$ cat config.mk
export PLATFORM = sky130hd
export DESIGN_NAME = rom_dl_router
export DESIGN_NICKNAME = d
export VERILOG_FILES = /design/src/rtl/rom_dl_router.sv
export SDC_FILE = /design/constraint.sdc
export NUM_CORES = 1
export LEC_CHECK = 0
export BUFFER_PORTS_ARGS = -buffer_cell sky130_fd_sc_hd__clkbuf_2
export CELL_PAD_IN_SITES_DETAIL_PLACEMENT = 2
export CELL_PAD_IN_SITES_GLOBAL_PLACEMENT = 2
export CORE_AREA = 4 4 104 116
export DETAILED_ROUTE_END_ITERATION = 10
export DIE_AREA = 0 0 108 120
export GPL_TIMING_DRIVEN = 0
export PLACE_DENSITY = 0.74
export SLEW_MARGIN = 25
export SYNTH_ARGS = -nofsm -noshare
export SYNTH_HDL_FRONTEND = slang
export SYNTH_SLANG_ARGS = --single-unit
$ cat constraint.sdc
create_clock -name clk_sys -period 2.54 [get_ports clk_sys]
set_clock_uncertainty 0.2 [all_clocks]
set_input_delay 0.254 -clock clk_sys [delete_from_list [all_inputs] [get_ports clk_sys]]
set_output_delay 0.254 -clock clk_sys [all_outputs]
set_load 0.05 [all_outputs]
$ cat src/rtl/rom_dl_router.sv
// ROM download router: steers ioctl bytes to a local BRAM strobe and to
// toggle-handshake SDRAM write ports, and stretches the core reset around downloads.
module rom_dl_router #(
    parameter int         NPORTS    = 2,
    parameter int         PACK16    = 0,
    parameter logic [7:0] LOCAL_TAG = 8'h00,
    parameter int         RST_HOLD  = 16
) (
    input  logic              clk_sys,
    input  logic              reset_n,
    input  logic              ioctl_downl,
    input  logic              ioctl_wr,
    input  logic [24:0]       ioctl_addr,
    input  logic [7:0]        ioctl_dout,
    input  logic              reset_req,
    output logic [NPORTS-1:0] port_req,
    input  logic [NPORTS-1:0] port_ack,
    output logic [22:0]       port_a,
    output logic [1:0]        port_ds,
    output logic [15:0]       port_d,
    output logic              port_we,
    output logic              local_wr,
    output logic [15:0]       local_addr,
    output logic [7:0]        local_data,
    output logic              overrun,
    output logic              rom_loaded,
    output logic              core_reset
);
    typedef enum logic [1:0] {IDLE, ISSUE, WAIT_ACK, FLUSH} state_t;

    state_t            state_q, state_d;
    logic [NPORTS-1:0] req_q, req_d;
    logic [22:0]       a_q, a_d;
    logic [1:0]        ds_q, ds_d;
    logic [15:0]       d_q, d_d;
    logic              pend_q, pend_d;
    logic [22:0]       pendAddr_q, pendAddr_d;
    logic [7:0]        pendData_q, pendData_d;
    logic              hold_q, hold_d;
    logic [23:0]       holdAddr_q, holdAddr_d;
    logic [7:0]        holdData_q, holdData_d;
    logic              wr_q, downl_q, fell_q, fell_d;
    logic              localWr_q, localWr_d;
    logic [15:0]       localAddr_q, localAddr_d;
    logic [7:0]        localData_q, localData_d;
    logic              overrun_q, overrun_d;
    logic              loaded_q, loaded_d;
    logic              coreRst_q, coreRst_d;
    logic [7:0]        cnt_q, cnt_d;

    logic              byteEv, downlRise, downlFall, evValid, rstCond, unusedAddrMsb;
    logic [23:0]       evAddr;
    logic [7:0]        evData;

    assign byteEv        = ioctl_downl & ioctl_wr & ~wr_q;
    assign downlRise     = ioctl_downl & ~downl_q;
    assign downlFall     = ~ioctl_downl & downl_q;
    assign unusedAddrMsb = ioctl_addr[24];
    assign rstCond       = reset_req | ioctl_downl | ~loaded_q;

    // A byte parked behind a FLUSH is replayed in IDLE ahead of any live byte.
    assign evValid = hold_q | byteEv;
    assign evAddr  = hold_q ? holdAddr_q : ioctl_addr[23:0];
    assign evData  = hold_q ? holdData_q : ioctl_dout;

    always_comb begin
        state_d    = state_q;
        req_d      = req_q;
        a_d        = a_q;
        ds_d       = ds_q;
        d_d        = d_q;
        pend_d     = pend_q;
        pendAddr_d = pendAddr_q;
        pendData_d = pendData_q;
        hold_d     = hold_q;
        holdAddr_d = holdAddr_q;
        holdData_d = holdData_q;
        case (state_q)
            IDLE: begin
                if (evValid) begin
                    hold_d = 1'b0;
                    if (PACK16 == 0) begin
                        a_d     = evAddr[23:1];
                        ds_d    = {evAddr[0], ~evAddr[0]};
                        d_d     = {evData, evData};
                        state_d = ISSUE;
                    end else if (pend_q && (!evAddr[0] || (evAddr[23:1] != pendAddr_q))) begin
                        hold_d     = 1'b1;
                        holdAddr_d = evAddr;
                        holdData_d = evData;
                        state_d    = FLUSH;
                    end else if (!evAddr[0]) begin
                        pend_d     = 1'b1;
                        pendAddr_d = evAddr[23:1];
                        pendData_d = evData;
                    end else if (pend_q) begin
                        a_d     = pendAddr_q;
                        ds_d    = 2'b11;
                        d_d     = {evData, pendData_q};
                        pend_d  = 1'b0;
                        state_d = ISSUE;
                    end else begin
                        a_d     = evAddr[23:1];
                        ds_d    = 2'b10;
                        d_d     = {evData, evData};
                        state_d = ISSUE;
                    end
                end else if (pend_q && !ioctl_downl) begin
                    state_d = FLUSH;
                end
            end
            FLUSH: begin
                a_d     = pendAddr_q;
                ds_d    = 2'b01;
                d_d     = {pendData_q, pendData_q};
                pend_d  = 1'b0;
                state_d = ISSUE;
            end
            ISSUE: begin
                req_d   = ~req_q;
                state_d = WAIT_ACK;
            end
            WAIT_ACK: begin
                if (port_ack == req_q) begin
                    state_d = IDLE;
                end
            end
            default: state_d = IDLE;
        endcase
    end

    // Local strobe, overrun/loaded flags and the core reset stretcher.
    always_comb begin
        localWr_d   = byteEv && (ioctl_addr[23:16] == LOCAL_TAG);
        localAddr_d = localWr_d ? ioctl_addr[15:0] : localAddr_q;
        localData_d = localWr_d ? ioctl_dout : localData_q;
        overrun_d   = overrun_q;
        if (downlRise) begin
            overrun_d = 1'b0;
        end
        if (byteEv && ((state_q != IDLE) || hold_q)) begin
            overrun_d = 1'b1;
        end
        fell_d   = fell_q | downlFall;
        loaded_d = loaded_q | (!ioctl_downl && (state_q == IDLE) && !pend_q && !hold_q
                               && (fell_q || downlFall));
        if (rstCond) begin
            cnt_d     = 8'(RST_HOLD);
            coreRst_d = 1'b1;
        end else if (cnt_q != 8'd0) begin
            cnt_d     = cnt_q - 8'd1;
            coreRst_d = 1'b1;
        end else begin
            cnt_d     = cnt_q;
            coreRst_d = 1'b0;
        end
    end

    always_ff @(posedge clk_sys or negedge reset_n) begin
        if (!reset_n) begin
            state_q     <= IDLE;
            req_q       <= '0;
            a_q         <= '0;
            ds_q        <= '0;
            d_q         <= '0;
            pend_q      <= 1'b0;
            pendAddr_q  <= '0;
            pendData_q  <= '0;
            hold_q      <= 1'b0;
            holdAddr_q  <= '0;
            holdData_q  <= '0;
            wr_q        <= 1'b0;
            downl_q     <= 1'b0;
            fell_q      <= 1'b0;
            localWr_q   <= 1'b0;
            localAddr_q <= '0;
            localData_q <= '0;
            overrun_q   <= 1'b0;
            loaded_q    <= 1'b0;
            coreRst_q   <= 1'b1;
            cnt_q       <= 8'(RST_HOLD);
        end else begin
            state_q     <= state_d;
            req_q       <= req_d;
            a_q         <= a_d;
            ds_q        <= ds_d;
            d_q         <= d_d;
            pend_q      <= pend_d;
            pendAddr_q  <= pendAddr_d;
            pendData_q  <= pendData_d;
            hold_q      <= hold_d;
            holdAddr_q  <= holdAddr_d;
            holdData_q  <= holdData_d;
            wr_q        <= ioctl_wr;
            downl_q     <= ioctl_downl;
            fell_q      <= fell_d;
            localWr_q   <= localWr_d;
            localAddr_q <= localAddr_d;
            localData_q <= localData_d;
            overrun_q   <= overrun_d;
            loaded_q    <= loaded_d;
            coreRst_q   <= coreRst_d;
            cnt_q       <= cnt_d;
        end
    end

    assign port_req   = req_q;
    assign port_a     = a_q;
    assign port_ds    = ds_q;
    assign port_d     = d_q;
    assign port_we    = ioctl_downl | (state_q != IDLE);
    assign local_wr   = localWr_q;
    assign local_addr = localAddr_q;
    assign local_data = localData_q;
    assign overrun    = overrun_q;
    assign rom_loaded = loaded_q;
    assign core_reset = coreRst_q;
endmodule

# Word-level counts from Yosys, hierarchy flattened

Cells that the tools add are included.

Add/subtract/negate cells: 1
Equality and inequality tests: 6
Mux-type cells: 15
Bitwise gates (word level): 15
Reduce and logical (&&, ||, !) cells: 15

Operators with widths:

| kind                  | count |
|---|---|
| $pmux W23 S2          | 1 |
| $pmux W16 S2          | 1 |
| $mux W23              | 1 |
| $mux W16              | 1 |
| $mux W8               | 2 |
| $logic_not A8 Y1      | 1 |
| $pmux W2 S4           | 1 |
| $reduce_bool A2 Y1    | 4 |
| $reduce_bool A8 Y1    | 1 |
| $sub A8 B1 Y8 const B | 1 |
| $mux W2               | 3 |
| $not A1 Y1            | 5 |
| $or A1 B1 Y1          | 5 |
| $and A1 B1 Y1         | 4 |
| $eq A2 B2 Y1 const B  | 2 |
| $logic_and A1 B1 Y1   | 4 |
| $mux W1               | 4 |
| $ne A2 B2 Y1 const B  | 2 |
| $pmux W2 S2           | 1 |
| $reduce_and A2 Y1     | 2 |
| $eq A2 B1 Y1 const B  | 1 |
| $eq A2 B2 Y1          | 1 |
| $logic_not A2 Y1      | 1 |
| $not A2 Y2            | 1 |
| other kinds (2)       | 2 |

Bits in registers: 84
Input bits: 40
Output and inout port bits: 72
Word-level logic and storage cells: 67

# Longest topological paths before layout

Gate-level depths: netlist (run 1).

Depth after elaboration: 5
Mapped depth: 7
Depth with buffers taken out: 6

# Worst setup path before layout (run 1)

No wires, ideal clock.

Kind: register to register
Start point: reg cnt_q[0]
End point: reg coreRst_q, in the netlist core_reset
Library setup time: 0.084 ns
Arrival: 1.689 ns
Data required time: 2.256 ns
Setup slack: 0.567 ns
Stages on the path, launching flop included: 7
Path buffers: 1
Clock period less this slack: 1.973 ns
Cells stage by stage: dfrtp_1 -> inv_1 -> ha_1 -> or3b_2 -> or2_1 -> clkbuf_1 -> or2_2

Cells in the longest elaborated chain, start to end: 3

Ends and longest elaborated chain:

| what                   | RTL line | source |
|---|---|---|
| from (decl)            | 49       | `logic [7:0] cnt_q, cnt_d;` |
| from (signal assigned) | 181      | `cnt_q <= 8'(RST_HOLD);` |
| from (signal assigned) | 203      | `cnt_q <= cnt_d;` |
| $reduce_bool A8 Y1     | 150      | `end else if (cnt_q != 8'd0) begin` |
| $mux W1                | 150      |  |
| $mux W1                | 147      | `if (rstCond) begin` |
| via coreRst_d          | 48       | `logic coreRst_q, coreRst_d;` |
| to (signal assigned)   | 202      | `coreRst_q <= coreRst_d;` |
| to (decl)              | 48       |  |

The timed path passes the listed nets, and every way through them passes these cells.
A chain may end at the register's enable or synchronous reset.

# Worst setup path after layout (run 1)

Start point: in ioctl_addr[22]
End point: reg localAddr_q[11], in the netlist local_addr[11]

Cells in the longest elaborated chain, start to end: 2

Ends and longest elaborated chain:

| what                 | RTL line | source |
|---|---|---|
| from (decl)          | 13       | `input logic [24:0] ioctl_addr,` |
| $logic_not A8 Y1     | 134      | `localWr_d = byteEv && (ioctl_addr[23:16] == LOCAL_TAG);` |
| $logic_and A1 B1 Y1  | 134      |  |
| to (signal assigned) | 198      | `localAddr_q <= localAddr_d;` |
| to (decl)            | 44       | `logic [15:0] localAddr_q, localAddr_d;` |

Every way passes these cells.

==> results of run 1 <==
## metal layers
layer,vias to the layer above,wire [microns]
li1,1255,-
met1,1326,3836
met2,77,5004
met3,14,611
met4,0,178
met5,-,0
## power by group through the flow
stage	Clock [uW]	Sequential [uW]	Combinational, uW
floorplan	0	2580	875
global placement	0	1710	2370
detailed placement	0	1730	2440
CTS	1400	1720	2500
global route	1460	1750	2660
finish	1350	1710	2450
## final timing paths
path | slack, ns | cells after the start | from | endpoint
hold reg to reg | 0.26 | 1 | fell_q$_DFF_PN0_ | fell_q$_DFF_PN0_
min in group asynchronous | 0.32 | 2 | reset_n | rom_loaded$_DFF_PN0_
max in group asynchronous | 1.38 | 2 | reset_n | port_ds[1]$_DFFE_PN0P_
setup / recovery | 0.12 | 6 | ioctl_addr[22] | local_addr[11]$_DFFE_PN0P_
setup reg to reg | 0.27 | 7 | state_q[0]$_DFFE_PN0P_ | port_d[11]$_DFFE_PN0P_
hold / removal | 0.25 | 5 | port_ack[1] | state_q[0]$_DFFE_PN0P_
## worst min-delay path, cell delays in order
cell and delay, ns:
clkbuf_2 0.09, xor2_1 0.13, o21ai_0 0.08, nand2_1 0.11, mux2i_1 0.08
## through the flow
stage / cell area, sq um / total power, uW / hold WS [ns] / worst slack, ns
CTS: 4602 / 5612 / 0.2478 / 0.01533
global placement: 3916 / 4077 / 0.2105 / 0.1358
finish: 4608 / 5512 / 0.2484 / 0.1233
detailed placement: 3925 / 4169 / 0.1356 / 0.03820
global route: 4608 / 5871 / 0.3001 / 0.02441
floorplan: 3182 / 3459 / -0.2416 / 0.5667
## sequential cells by signal, summed over array words and instances (netlist names), 2 cells and up
signal and cells:
port_a 23, local_addr 16, cnt_q 8, local_data 8, port_d 8, port_ds 2
port_req 2, state_q 2
## area by class of cell
cell class	count	area, sq um	area share
Inverter	7	26.28	0.005702
Tap cell	147	183.9	0.03991
Clock inverter	7	91.34	0.01982
Multi-Input combinational cell	180	1127	0.2446
Clock buffer	9	225.2	0.04887
Sequential cell	76	1904	0.4133
Buffer	21	130.1	0.02824
Timing Repair Buffer	146	919.6	0.1996
## Yosys cell counts (all sizes together)
library cell / count
a21o: 2
dfstp: 2
or2: 2
nor4: 1
nor2: 9
mux2: 26
nand4: 1
o211ai: 3
xnor2: 1
nand2: 66
or4: 3
nand3: 1
mux2i: 1
a211oi: 1
buf: 10
xor2: 8
nand3b: 3
inv: 7
clkbuf: 11
or3b: 1
a31o: 1
nor3: 3
ha: 7
nor3b: 1
nand2b: 2
dfrtp: 74
o21ai: 34
a21oi: 3
## cells by family (layout without fill, tap and decap cells)
group | after synthesis | count (layout) | share of synthesized area
adders and majority gates | 7 | 7 | 0.02753
xor gates and xnor gates | 9 | 9 | 0.02478
muxes | 27 | 27 | 0.09516
DFF | 76 | 76 | 0.5985
AOI/OAI and AO/OA | 44 | 44 | 0.07511
and+or+nand+nor | 93 | 93 | 0.1317
buffers and inverters | 28 | 190 | 0.04719
## repair_timing
item | CTS | global route
hold buffers | 36 | 0
hold endpoints to repair | 130 | 0
gates resized for setup | 0 | 10
setup endpoints to repair | 0 | 25
==> results by group, run 1 <==
Drt
  • Vias/cell: 4.506
  • First-pass DRT Iterations: 2
  • Via count: 2672
  • 1st-iter DRT viols: 44
  • WL/cell: 16.24 microns
  • Drt drc: 0
  • Routed WL: 9631 microns
  • Antenna Nets Post-Route: 0

Clock network
  • CTS tree: yes
  • Total CTS buffers: 9
  • Clock slew at reported path FFs: 0.06 ns
  • CTS sink cnt: 76
  • Skew-Pair Late Insertion Delay: 0.33 ns
  • Post-CTS setup buffer count: 0
  • Clk buf depth: 2
  • H-tree depth: 3
  • Root Buffer: clkbuf_16

GRT
  • Largest net degree at the start of global routing: 77
  • Grt total ovfl: 0
  • First-pass GRT wire length: 16150 microns
  • Vias in the first global route: 3164
  • Initial antenna violation count: 0
  • Met2 Use GR: 0.2807
  • Busiest grt layer: met2
  • Met1 Use GR: 0.1802
  • Gr usage total: 0.1586
  • GR Util met3: 0.04626

Layout
  • Most common cell after layout, fill and taps aside: clkbuf_2
  • Final #Nets: 488
  • Layout cells sized above 1: 0.3901
  • Final Core Density: 0.4243
  • Filler cell count: 1177
  • Non-filler cells, final: 593
  • Most frequent cells in the layout: clkbuf_2, dfrtp_1, nand2_1
  • # diodes: 0
  • Area Overhead vs Synth: 44.83%

Placed design
  • Gp weighted congestion: 0.7373
  • Placed cells: 541
  • PortBufs: 110
  • Post-DP HPWL: 6794 microns

Floorplanning
  • Initial Util: 0.2930
  • FP Rows: 40
  • Core ar.: 10860 sq um
  • Die Y-Extent: 120 microns
  • I/O pins: 112
  • Die area: 12960 sq um
  • Die width: 108 microns

Worst setup path
  • Crit-path max cell delay: 0.56 ns
  • Crit Path Class: in -> reg
  • Crit end category: flip-flop
  • Worst Path Required: 2.55 ns
  • Worst path bufs/invs: 3
  • Delay-heaviest family, CP: simple AND/OR/NAND/NOR gates
  • Highest net fanout along the worst path: 10
  • Startpoint type of the worst setup path: primary input
  • CP arrival: 2.43 ns
  • CP max-delay cell: or4_4
  • CP Cell Sequence: dlygate4sd3_1, clkbuf_2, or4_4, nor3_4, buf_6, mux2_2

Timing
  • Final Hold Fails: 0
  • Final Max Slew Viols: 0
  • TNS Setup: 0 ns
  • Final period demand of the worst path: 2.417 ns
  • Slew Limit Headroom: 0.5723
  • Final worst-path cycle share: 0.9514
  • Final Setup Violations: 0
  • RSZ-0062 raised after global routing: false
  • Max Clk Rate: 413.8 MHz
  • Slew @ Worst Pin: 0.6415 ns

Power and ir drop
  • Power density cells: 1196 nW/um^2
  • Net Sw Frac: 0.4615
  • Comb power frac: 0.445
  • Peak VDD IR: 489.2 uV
  • P_sw: 2544 uW
  • Leak: 0.002414 uW
  • Clock power frac: 0.245
  • Pint: 2968 uW
  • Reg power frac: 0.310

Status
  • Status: completed

Synthesis
  • Top-area cell type share of the netlist area: 0.5820
  • Cells after Synth: 284
  • Syn nets: 331
  • Average size of a mapped cell: 11.20 sq um
  • Post-synth top area cell: dfrtp_1
  • Sequential area share after synthesis: 0.5985
  • Dominant cells by area after synthesis: dfrtp_1, mux2_2, nand2_1
  • Synthesis warning total: 0
  • Yosys reg bits: 76
  • Distinct cells, synth: 33
  • Synthesized area: 3182 sq um

Flow run
  • Max-cap violations: 0

Worst hold path
  • Hold Crit Class: in -> reg
Note: power is estimated with default switching activity, not from simulation.
==> inputs of run 2 (changes only) <==
- clock period: 2.54 -> 2.5 ns (I/O delays scaled with it)
==> run 2 against run 1 <==
Against the previous run: design area is 0.16% higher; critical path depth unchanged; die area unchanged; setup slack better by 0.046 ns; highest routed layer unchanged; sequential power about the same; global-route usage unchanged; worst hold slack got worse by 0.0040 ns; clock power barely moved.
==> results by group, run 2 (synthesized netlist as in run 1, its figures left out) <==
Layout
  • Largest register FFs: 23
  • Area Overhead vs Synth: 45.06%
  • Final #Nets: 489
  • Multi-input logic area: 1127 sq um
  • Filler cell count: 1176
  • Layout cells sized above 1: 0.3915
  • FF+latch area: 1904 sq um
  • Most frequent cells in the layout: clkbuf_2, dfrtp_1, nand2_1
  • # diodes: 0
  • Most common cell after layout, fill and taps aside: clkbuf_2

Floorplanning
  • Initial Util: 0.2930
  • Die area: 12960 sq um
  • I/O pins: 112
  • Die width: 108 microns
  • FP Rows: 40
  • Die Y-Extent: 120 microns
  • Core ar.: 10860 sq um

Timing
  • Final Setup Violations: 0
  • Final worst-path cycle share: 0.9323
  • Final Hold Slack: 0.2443 ns
  • Slew @ Worst Pin: 0.6360 ns
  • Setup WS post-layout: 0.1692 ns
  • RSZ-0062 raised after global routing: false
  • Slew Limit Headroom: 0.5760
  • Max Clk Rate: 429.0 MHz
  • Final Max Slew Viols: 0
  • Final period demand of the worst path: 2.331 ns
  • Final Hold Fails: 0

Clock network
  • Clk buf depth: 2
  • Skew-Pair Late Insertion Delay: 0.33 ns
  • CTS sink cnt: 76
  • H-tree depth: 3
  • CTS tree: yes
  • Clock slew at reported path FFs: 0.06 ns
  • Total CTS buffers: 9
  • Root Buffer: clkbuf_16

GRT
  • Initial antenna violation count: 0
  • Vias in the first global route: 3164
  • Largest net degree at the start of global routing: 77
  • Gr usage total: 0.1586
  • Grt total ovfl: 0
  • First-pass GRT wire length: 16150 microns

Power and ir drop
  • Peak VDD IR: 496.7 uV
  • Power density cells: 1214 nW/um^2
  • Leak: 0.002420 uW

Drt
  • 1st-iter DRT viols: 46
  • First-pass DRT Iterations: 4
  • Via count: 2683
  • Vias/cell: 4.517
  • Routed WL: 9649 microns
  • Antenna Nets Post-Route: 0
  • WL/cell: 16.24 microns
  • Drt drc: 0

Flow run
  • Max-cap violations: 0

Worst setup path
  • CP max-delay cell: or4_1
  • Highest net fanout along the worst path: 10
  • R2R Path Start: state_q[0]$_DFFE_PN0P_
  • Worst reg2reg endpoint: port_d[11]$_DFFE_PN0P_
  • CP arrival: 2.35 ns
  • Worst Path Required: 2.51 ns
  • R2R Setup Slk: 0.23 ns
  • Startpoint type of the worst setup path: primary input
  • Crit Path Class: in -> reg
  • FF-to-FF path depth: 7
  • Crit-path max cell delay: 0.58 ns
  • Worst path bufs/invs: 3
  • Delay-heaviest family, CP: simple AND/OR/NAND/NOR gates
  • Crit end category: flip-flop
  • CP Cell Sequence: dlygate4sd3_1, clkbuf_2, or4_1, nor3_4, buf_6, mux2_2

Worst hold path
  • Endpoint, Worst Hold: state_q[0]$_DFFE_PN0P_
  • Hold depth: 5
  • Hold Crit Class: in -> reg
  • Min-delay src: port_ack[1]

Placed design
  • Post-DP HPWL: 6794 microns
  • PortBufs: 110
  • Setup Slack @ Placement: -0.001796 ns
  • Gp weighted congestion: 0.7373

Status
  • Status: completed
[run 2: worst max-delay path by stage]
stage	startpoint	end	slack (ns)	cells past startpoint
after CTS	state_q[0]$_DFFE_PN0P_	port_a[22]$_DFFE_PN0P_	0.05	7
after detailed placement	state_q[0]$_DFFE_PN0P_	port_a[5]$_DFFE_PN0P_	-0.002	7
after floorplan	cnt_q[0]$_DFFE_PN0P_	core_reset$_DFF_PN1_	0.53	6
after global routing	state_q[0]$_DFFE_PN0P_	port_a[5]$_DFFE_PN0P_	0.03	7
final	ioctl_addr[20]	local_addr[11]$_DFFE_PN0P_	0.17	6
after global placement	state_q[0]$_DFFE_PN0P_	port_a[5]$_DFFE_PN0P_	0.1	7
[run 2: final cells by class]
type                    instances  area share
clock buffers                   9     0.04879
plain buffers                  21     0.02819
multi-input cells             180      0.2442
clock inverters                 7     0.01979
flip-flops and latches         76      0.4126
repair buffers                147      0.2009
well taps                     147     0.03985
inverters                       7    0.005693
[run 2: metal layers]
metal | track usage | up-vias | share of wire
li1 | - | 1257 | -
met1 | 0.1802 | 1332 | 0.40
met3 | 0.04626 | 14 | 0.065
met2 | 0.2807 | 80 | 0.52
met5 | 0 | - | 0
met4 | 0.05525 | 0 | 0.018
[run 2: through the flow]
step / instance area, sq um / power (uW) / std cells / utilization / setup TNS (ns)
2_1_floorplan: 3182 / 3515 / 284 / - / 0
3_3_place_gp: 3916 / 4142 / 541 / 0.3606 / 0
3_5_place_dp: 3925 / 4236 / 541 / 0.3614 / -0.001796
4_1_cts: 4603 / 5704 / 593 / 0.4238 / 0
5_1_grt: 4616 / 5965 / 594 / 0.4250 / 0
6_report: 4616 / 5602 / 594 / 0.4250 / 0
[run 2: timing repair]
item / CTS / global route
resized for setup: 1 / 8
hold endpoints to repair: 131 / 0
setup endpoints to repair: 5 / 40
hold buffers: 36 / 0
buffers inserted: 0 / 1
pin swaps: 0 / 1
[run 2: worst register-to-register path, delay by kind of cell, from the launching register on]
family          cells  cell delay [ns]
flops               1             0.42
buf+inv             3             0.64
mux                 1             0.38
compound gates      1             0.09
simple gates        1             0.10
fa+ha+maj           1             0.29
[run 2: power breakdown]
part           internal [uW]  leakage [uW]  switching (uW)  total, uW
registers               1530      0.000982             204       1730
logic                    614       0.00128            1880       2490
clock network            870      0.000155             506       1380
